**src/rtl/cache_fill_ctrl.sv**
```systemverilog
// cache_fill_ctrl: shared miss handler and memory port for the split I/D caches.
// Forwards write-through stores to memory from IDLE. On a miss it fetches one
// whole block into the missing cache and stalls the CPU until the block is in.
//
// state | meaning
// ------+------------------------------------------------------------------
// IDLE  | no miss in service; forwards stores, D miss wins over I miss
// FILL  | issuing block reads, one word per cycle, and accepting returned data
// DRAIN | all reads issued; waiting for the remaining data words to return
module cache_fill_ctrl #(
    parameter int BLK_WORDS = 8
) (
    input  logic        clk,
    input  logic        rst,
    input  logic        miss_i,
    input  logic        miss_d,
    input  logic [15:0] addr_i,
    input  logic [15:0] addr_d,
    input  logic        wr_req,
    input  logic [15:0] wr_data,
    input  logic [15:0] mem_rdata,
    input  logic        mem_vld,
    output logic        mem_en,
    output logic        mem_wr,
    output logic [15:0] mem_addr,
    output logic [15:0] mem_wdata,
    output logic [15:0] fill_data,
    output logic [15:0] fill_addr,
    output logic        i_data_we,
    output logic        i_meta_we,
    output logic        d_data_we,
    output logic        d_meta_we,
    output logic        stall,
    output logic        idle
);
    localparam int CW = $clog2(BLK_WORDS);
    localparam logic [CW-1:0] LAST = CW'(BLK_WORDS - 1);
    localparam logic [CW-1:0] ONE = CW'(1);
    // Block is BLK_WORDS 16-bit words, so the byte offset field is CW+1 bits.
    localparam logic [15:0] BASE_MASK = ~16'((2 * BLK_WORDS) - 1);

    typedef enum logic [1:0] {
        ST_IDLE  = 2'd0,
        ST_FILL  = 2'd1,
        ST_DRAIN = 2'd2
    } state_t;

    state_t        r_state;
    state_t        w_state_nxt;
    logic [15:0]   r_base;
    logic [15:0]   w_base_nxt;
    logic          r_tgt;
    logic          w_tgt_nxt;
    logic [CW-1:0] r_iss_cnt;
    logic [CW-1:0] w_iss_nxt;
    logic [CW-1:0] r_rcv_cnt;
    logic [CW-1:0] w_rcv_nxt;
    logic          w_busy;
    logic          w_vld_take;
    logic          w_last_rcv;
    logic [15:0]   w_iss_addr;

    // Returned data only counts while a fill is active; stale words after an
    // aborting reset land in IDLE and are dropped here.
    assign w_busy     = (r_state != ST_IDLE);
    assign w_vld_take = mem_vld & w_busy & ~rst;
    assign w_last_rcv = w_vld_take & (r_rcv_cnt == LAST);
    assign w_iss_addr = r_base | 16'({r_iss_cnt, 1'b0});

    // State and fill bookkeeping registers with synchronous reset.
    always_ff @(posedge clk) begin
        if (rst) begin
            r_state   <= ST_IDLE;
            r_base    <= '0;
            r_tgt     <= 1'b0;
            r_iss_cnt <= '0;
            r_rcv_cnt <= '0;
        end else begin
            r_state   <= w_state_nxt;
            r_base    <= w_base_nxt;
            r_tgt     <= w_tgt_nxt;
            r_iss_cnt <= w_iss_nxt;
            r_rcv_cnt <= w_rcv_nxt;
        end
    end

    // Next-state decode and memory request drive.
    always_comb begin
        w_state_nxt = r_state;
        w_base_nxt  = r_base;
        w_tgt_nxt   = r_tgt;
        w_iss_nxt   = r_iss_cnt;
        w_rcv_nxt   = r_rcv_cnt;
        mem_en      = 1'b0;
        mem_wr      = 1'b0;
        mem_addr    = '0;

        if (w_vld_take) begin
            w_rcv_nxt = r_rcv_cnt + ONE;
        end

        unique case (r_state)
            ST_IDLE: begin
                // A store always goes first; a pending miss waits one cycle.
                if (wr_req) begin
                    mem_en   = 1'b1;
                    mem_wr   = 1'b1;
                    mem_addr = addr_d;
                end else if (miss_d) begin
                    w_base_nxt  = addr_d & BASE_MASK;
                    w_tgt_nxt   = 1'b1;
                    w_iss_nxt   = '0;
                    w_rcv_nxt   = '0;
                    w_state_nxt = ST_FILL;
                end else if (miss_i) begin
                    w_base_nxt  = addr_i & BASE_MASK;
                    w_tgt_nxt   = 1'b0;
                    w_iss_nxt   = '0;
                    w_rcv_nxt   = '0;
                    w_state_nxt = ST_FILL;
                end
            end
            ST_FILL: begin
                mem_en    = 1'b1;
                mem_addr  = w_iss_addr;
                w_iss_nxt = r_iss_cnt + ONE;
                if (w_last_rcv) begin
                    w_state_nxt = ST_IDLE;
                end else if (r_iss_cnt == LAST) begin
                    w_state_nxt = ST_DRAIN;
                end
            end
            ST_DRAIN: begin
                if (w_last_rcv) begin
                    w_state_nxt = ST_IDLE;
                end
            end
            default: begin
                w_state_nxt = ST_IDLE;
            end
        endcase

        // Nothing reaches memory while reset is held, even mid-fill.
        if (rst) begin
            mem_en   = 1'b0;
            mem_wr   = 1'b0;
            mem_addr = '0;
        end
    end

    assign mem_wdata = wr_data;
    assign fill_data = mem_rdata;
    assign fill_addr = r_base | 16'({r_rcv_cnt, 1'b0});
    assign i_data_we = w_vld_take & ~r_tgt;
    assign d_data_we = w_vld_take & r_tgt;
    assign i_meta_we = w_last_rcv & ~r_tgt;
    assign d_meta_we = w_last_rcv & r_tgt;
    assign idle      = (r_state == ST_IDLE);
    assign stall     = ~idle | miss_i | miss_d;

endmodule

```
**config.mk**
```make
export PLATFORM = sky130hd
export DESIGN_NAME = cache_fill_ctrl
export DESIGN_NICKNAME = d
export VERILOG_FILES = /design/src/rtl/cache_fill_ctrl.sv
export SDC_FILE = /design/constraint.sdc
export NUM_CORES = 1
export LEC_CHECK = 0
export BUFFER_PORTS_ARGS = -buffer_cell sky130_fd_sc_hd__buf_2
export CORE_MARGIN = 1
export CORE_UTILIZATION = 42
export CTS_BUF_LIST = sky130_fd_sc_hd__clkbuf_4 sky130_fd_sc_hd__clkbuf_8
export CTS_CLUSTER_DIAMETER = 30
export DETAILED_ROUTE_END_ITERATION = 7
export PLACE_DENSITY = 0.88
export SYNTH_ARGS = -nofsm -noshare
export SYNTH_HDL_FRONTEND = slang
export SYNTH_SLANG_ARGS = --single-unit
```
**constraint.sdc**
```tcl
create_clock -name clk -period 2.8 [get_ports clk]
set_input_delay 0 -clock clk [delete_from_list [all_inputs] [get_ports clk]]
set_output_delay 0 -clock clk [all_outputs]
set_load 0.03 [all_outputs]
```
==> results.toml <==
[synthesis]
post-synth-top-count-cell = "sky130_fd_sc_hd__buf_4"
yosysWarningCount = 0
synth-xor-area-share = 0
synth_adder_area_share = 0.0313
synth_simple_gate_area_frac = 0.126
syn-mean-instance-area_um2 = 8.52
synthesized_cell_area_um2 = 1600
ys_async_sr_fraction = 0
multiplexer_fraction_of_the_synthesized_cell_area = 0.0750
synth.net_count = 262
synthTopCellsByArea = "sky130_fd_sc_hd__dfxtp_1 (26%), sky130_fd_sc_hd__buf_4 (16%), sky130_fd_sc_hd__mux2i_1 (7.5%)"
number_of_enable_type_register_cells_in_the_synthesized_netlist = 0
post_synth_inst_count = 188
synthTopCellsByCount = "sky130_fd_sc_hd__buf_4 (35), sky130_fd_sc_hd__dfxtp_1 (21), sky130_fd_sc_hd__nor2_1 (20)"
synth_cell_type_count = 33
largest_area_contributor_in_the_netlist = "sky130_fd_sc_hd__dfxtp_1"
synth_top_family_by_area = "compound AO/OA/AOI/OAI gates"
synth.yosys.seq_area_share = 0.263
synthDominantCellAreaShare = 0.263
yosys_register_bits = 21
synth-main-ff-cell = "sky130_fd_sc_hd__dfxtp_1"
synth-compound-area-share = 0.277

[timing]
rsz0062_at_grt = "no"
setup_total_negative_slack_ns = 0
fin_crit_sh = 0.686
timing.fmax_mhz = 520
final.hold.worst_slack_ns = 0.0000116
report.final.slew_viol_count = 0
worst_clock_skew_ns = 0.00237
worstMarginPinSlew_ns = 1.08
timing.final.setup_violations = 0
slew-limit-headroom = 0.277
min_period_ns = 1.92
final_count_of_hold_timing_violations = 0

[drt]
drtPass1Iterations = 5
post-route-drc-count = 0
met1Wirelength_um = 1610
wl_met2_um = 1860
ant_nets = 0
average_detailed_routed_wire_length_per_instance_um = 14.2
dr_total_vias = 1443
vias_per_cell = 5.38
top_layer = "met4"
count_of_routing_violations_after_the_opening_detailed_route_iteration = 55
met3RoutedLength_um = 253
postRouteWirelength_um = 3790

[place]
hpwl_um = 2720
count_of_buffers_from_port_buffering = 72
routabilityCongestion = 0.766

[global_route]
grt_antenna_before_repair = 0
grt-ovfl-total = 0
grt_pass1_wl_um = 6050
grt_max_degree = 25
vias_in_the_first_global_route = 1389
track_usage = 0.187

[critical_path]
worstPathArrival_ns = 2.01
crit_required_ns = 2.89
timing_worst_setup_path_type = "flip-flop to flip-flop"
worst_setup_path_end_kind = "flip-flop"
worstSetupStartpointType = "flip-flop"
critical_path.max_fanout = 12

[clock_tree]
postCtsSetupBuffers = 0
htreeDepth = 1
cts.sink_count = 21
max-clock-path-buffers = 2
cts.root.buffer_cell = "sky130_fd_sc_hd__clkbuf_8"
worst_setup_hold_path_clk_slew_ns = 0.07
tritoncts_clock_tree = "built"
cts_inserted_buffers = 3
cts-hold-fix-buffers = 1
clk-insertion-delay-late_ns = 0.25
ctsResizeCount = 0

[worst_hold_path]
hold_wc_path_type = "input pin to primary output"

[floorplanning]
floorplan.io_pins = 142
dieArea_um2 = 4060
core_area_um2 = 3660
die-height_um = 63.8
die_w_um = 63.8
num_rows = 22
initial_utilization = 0.437

[layout]
core_utilization_of_the_finished_layout = 0.476
num-nets-final = 295
antenna-diode-count = 0
area_growth_syn_to_layout_pct = 8.83
drive_gt1_frac = 0.423

[job]
timing.max_cap.violations = 0

[pwr]
cellLeakagePower_nw = 0.844
power_density_nw_per_um2 = 464
vdd.ir_drop.worst_mv = 0.209

[run_status]
status = "complete, no violations"
cells by family (layout without fill, tap and decap cells):
kind of cell	count (synthesis)	count (layout)
AO/OA/AOI/OAI	61	61
adder cells (fa/ha/maj)	4	4
buffers and inverters	49	81
flip-flops	21	21
multiplexers	12	12
other	1	1
AND/OR/NAND/NOR	40	40
flip-flops by register name, indices dropped and copies added, names as in the netlist:
signal and cells:
r_base 12, r_iss_cnt 3, r_rcv_cnt 3, r_state 2, r_tgt 1
path summary, 6_finish.rpt:
| path | start | to | slack [ns] | depth (start not counted) |
|---|---|---|---|---|
| max | r_state[1]$_SDFFE_PP0P_ | r_base[8]$_SDFFE_PP0P_ | 0.88 | 3 |
| max reg2reg | r_state[1]$_SDFFE_PP0P_ | r_base[8]$_SDFFE_PP0P_ | 0.88 | 3 |
| min | mem_rdata[9] | fill_data[9] | 0.00001 | 0 |
| min reg2reg | r_rcv_cnt[1]$_SDFF_PP0_ | r_rcv_cnt[1]$_SDFF_PP0_ | 0.51 | 2 |
metal layers:
| layer | vias up | global-route usage |
|---|---|---|
| met3 | 10 | 0.0429 |
| met5 | - | 0 |
| met1 | 674 | 0.219 |
| li1 | 701 | - |
| met2 | 58 | 0.319 |
| met4 | 0 | 0.0852 |
placed cells by master, fill, tap and decap left out, drive strengths merged:
cell and instances:
a21oi 22, a21o 1, nor3 1, o21bai 1
nor2b 4, and2 3, nor3b 1, nand3 3
dfxtp 21, clkbuf 4, nand2b 3, a211oi 15
inv 2, nor2 20, or3 2, or2 2
mux2i 12, buf 74, a22oi 15, conb 1
o21ai 4, ha 4, and3 1, a311oi 1
o21ba 2, dlygate4sd3 1
stage by stage:
step,area (µm²),worst slack (ns),cells,power (mW)
after floorplan,1600,0.907,188,0.629
after global placement,1680,0.941,263,0.603
after detailed placement,1680,0.854,263,0.609
after CTS,1740,0.855,268,0.815
after global routing,1740,0.741,268,0.852
final,1740,0.879,268,0.809
layout make-up:
class | instances | area (µm²)
fill | 362 | 1920
timing repair buffer | 75 | 385
inverter | 2 | 10.0
clock buffer | 4 | 48.8
sequential | 21 | 420
multi-input combinational | 118 | 818
tap | 48 | 60.1
power breakdown:
part	internal [mW]	leakage, nW	switching [mW]
clock	0.111	0.0262	0.0944
combinational	0.0917	0.645	0.176
sequential	0.319	0.172	0.0163
total	0.521	0.844	0.287
worst max-delay path, stage by stage (launching register included):
cell and delay, ns:
sky130_fd_sc_hd__dfxtp_1 0.36, sky130_fd_sc_hd__or2_1 0.36, sky130_fd_sc_hd__nor2_1 0.87, sky130_fd_sc_hd__a211oi_1 0.17
Power figures use the tool's default switching activity.
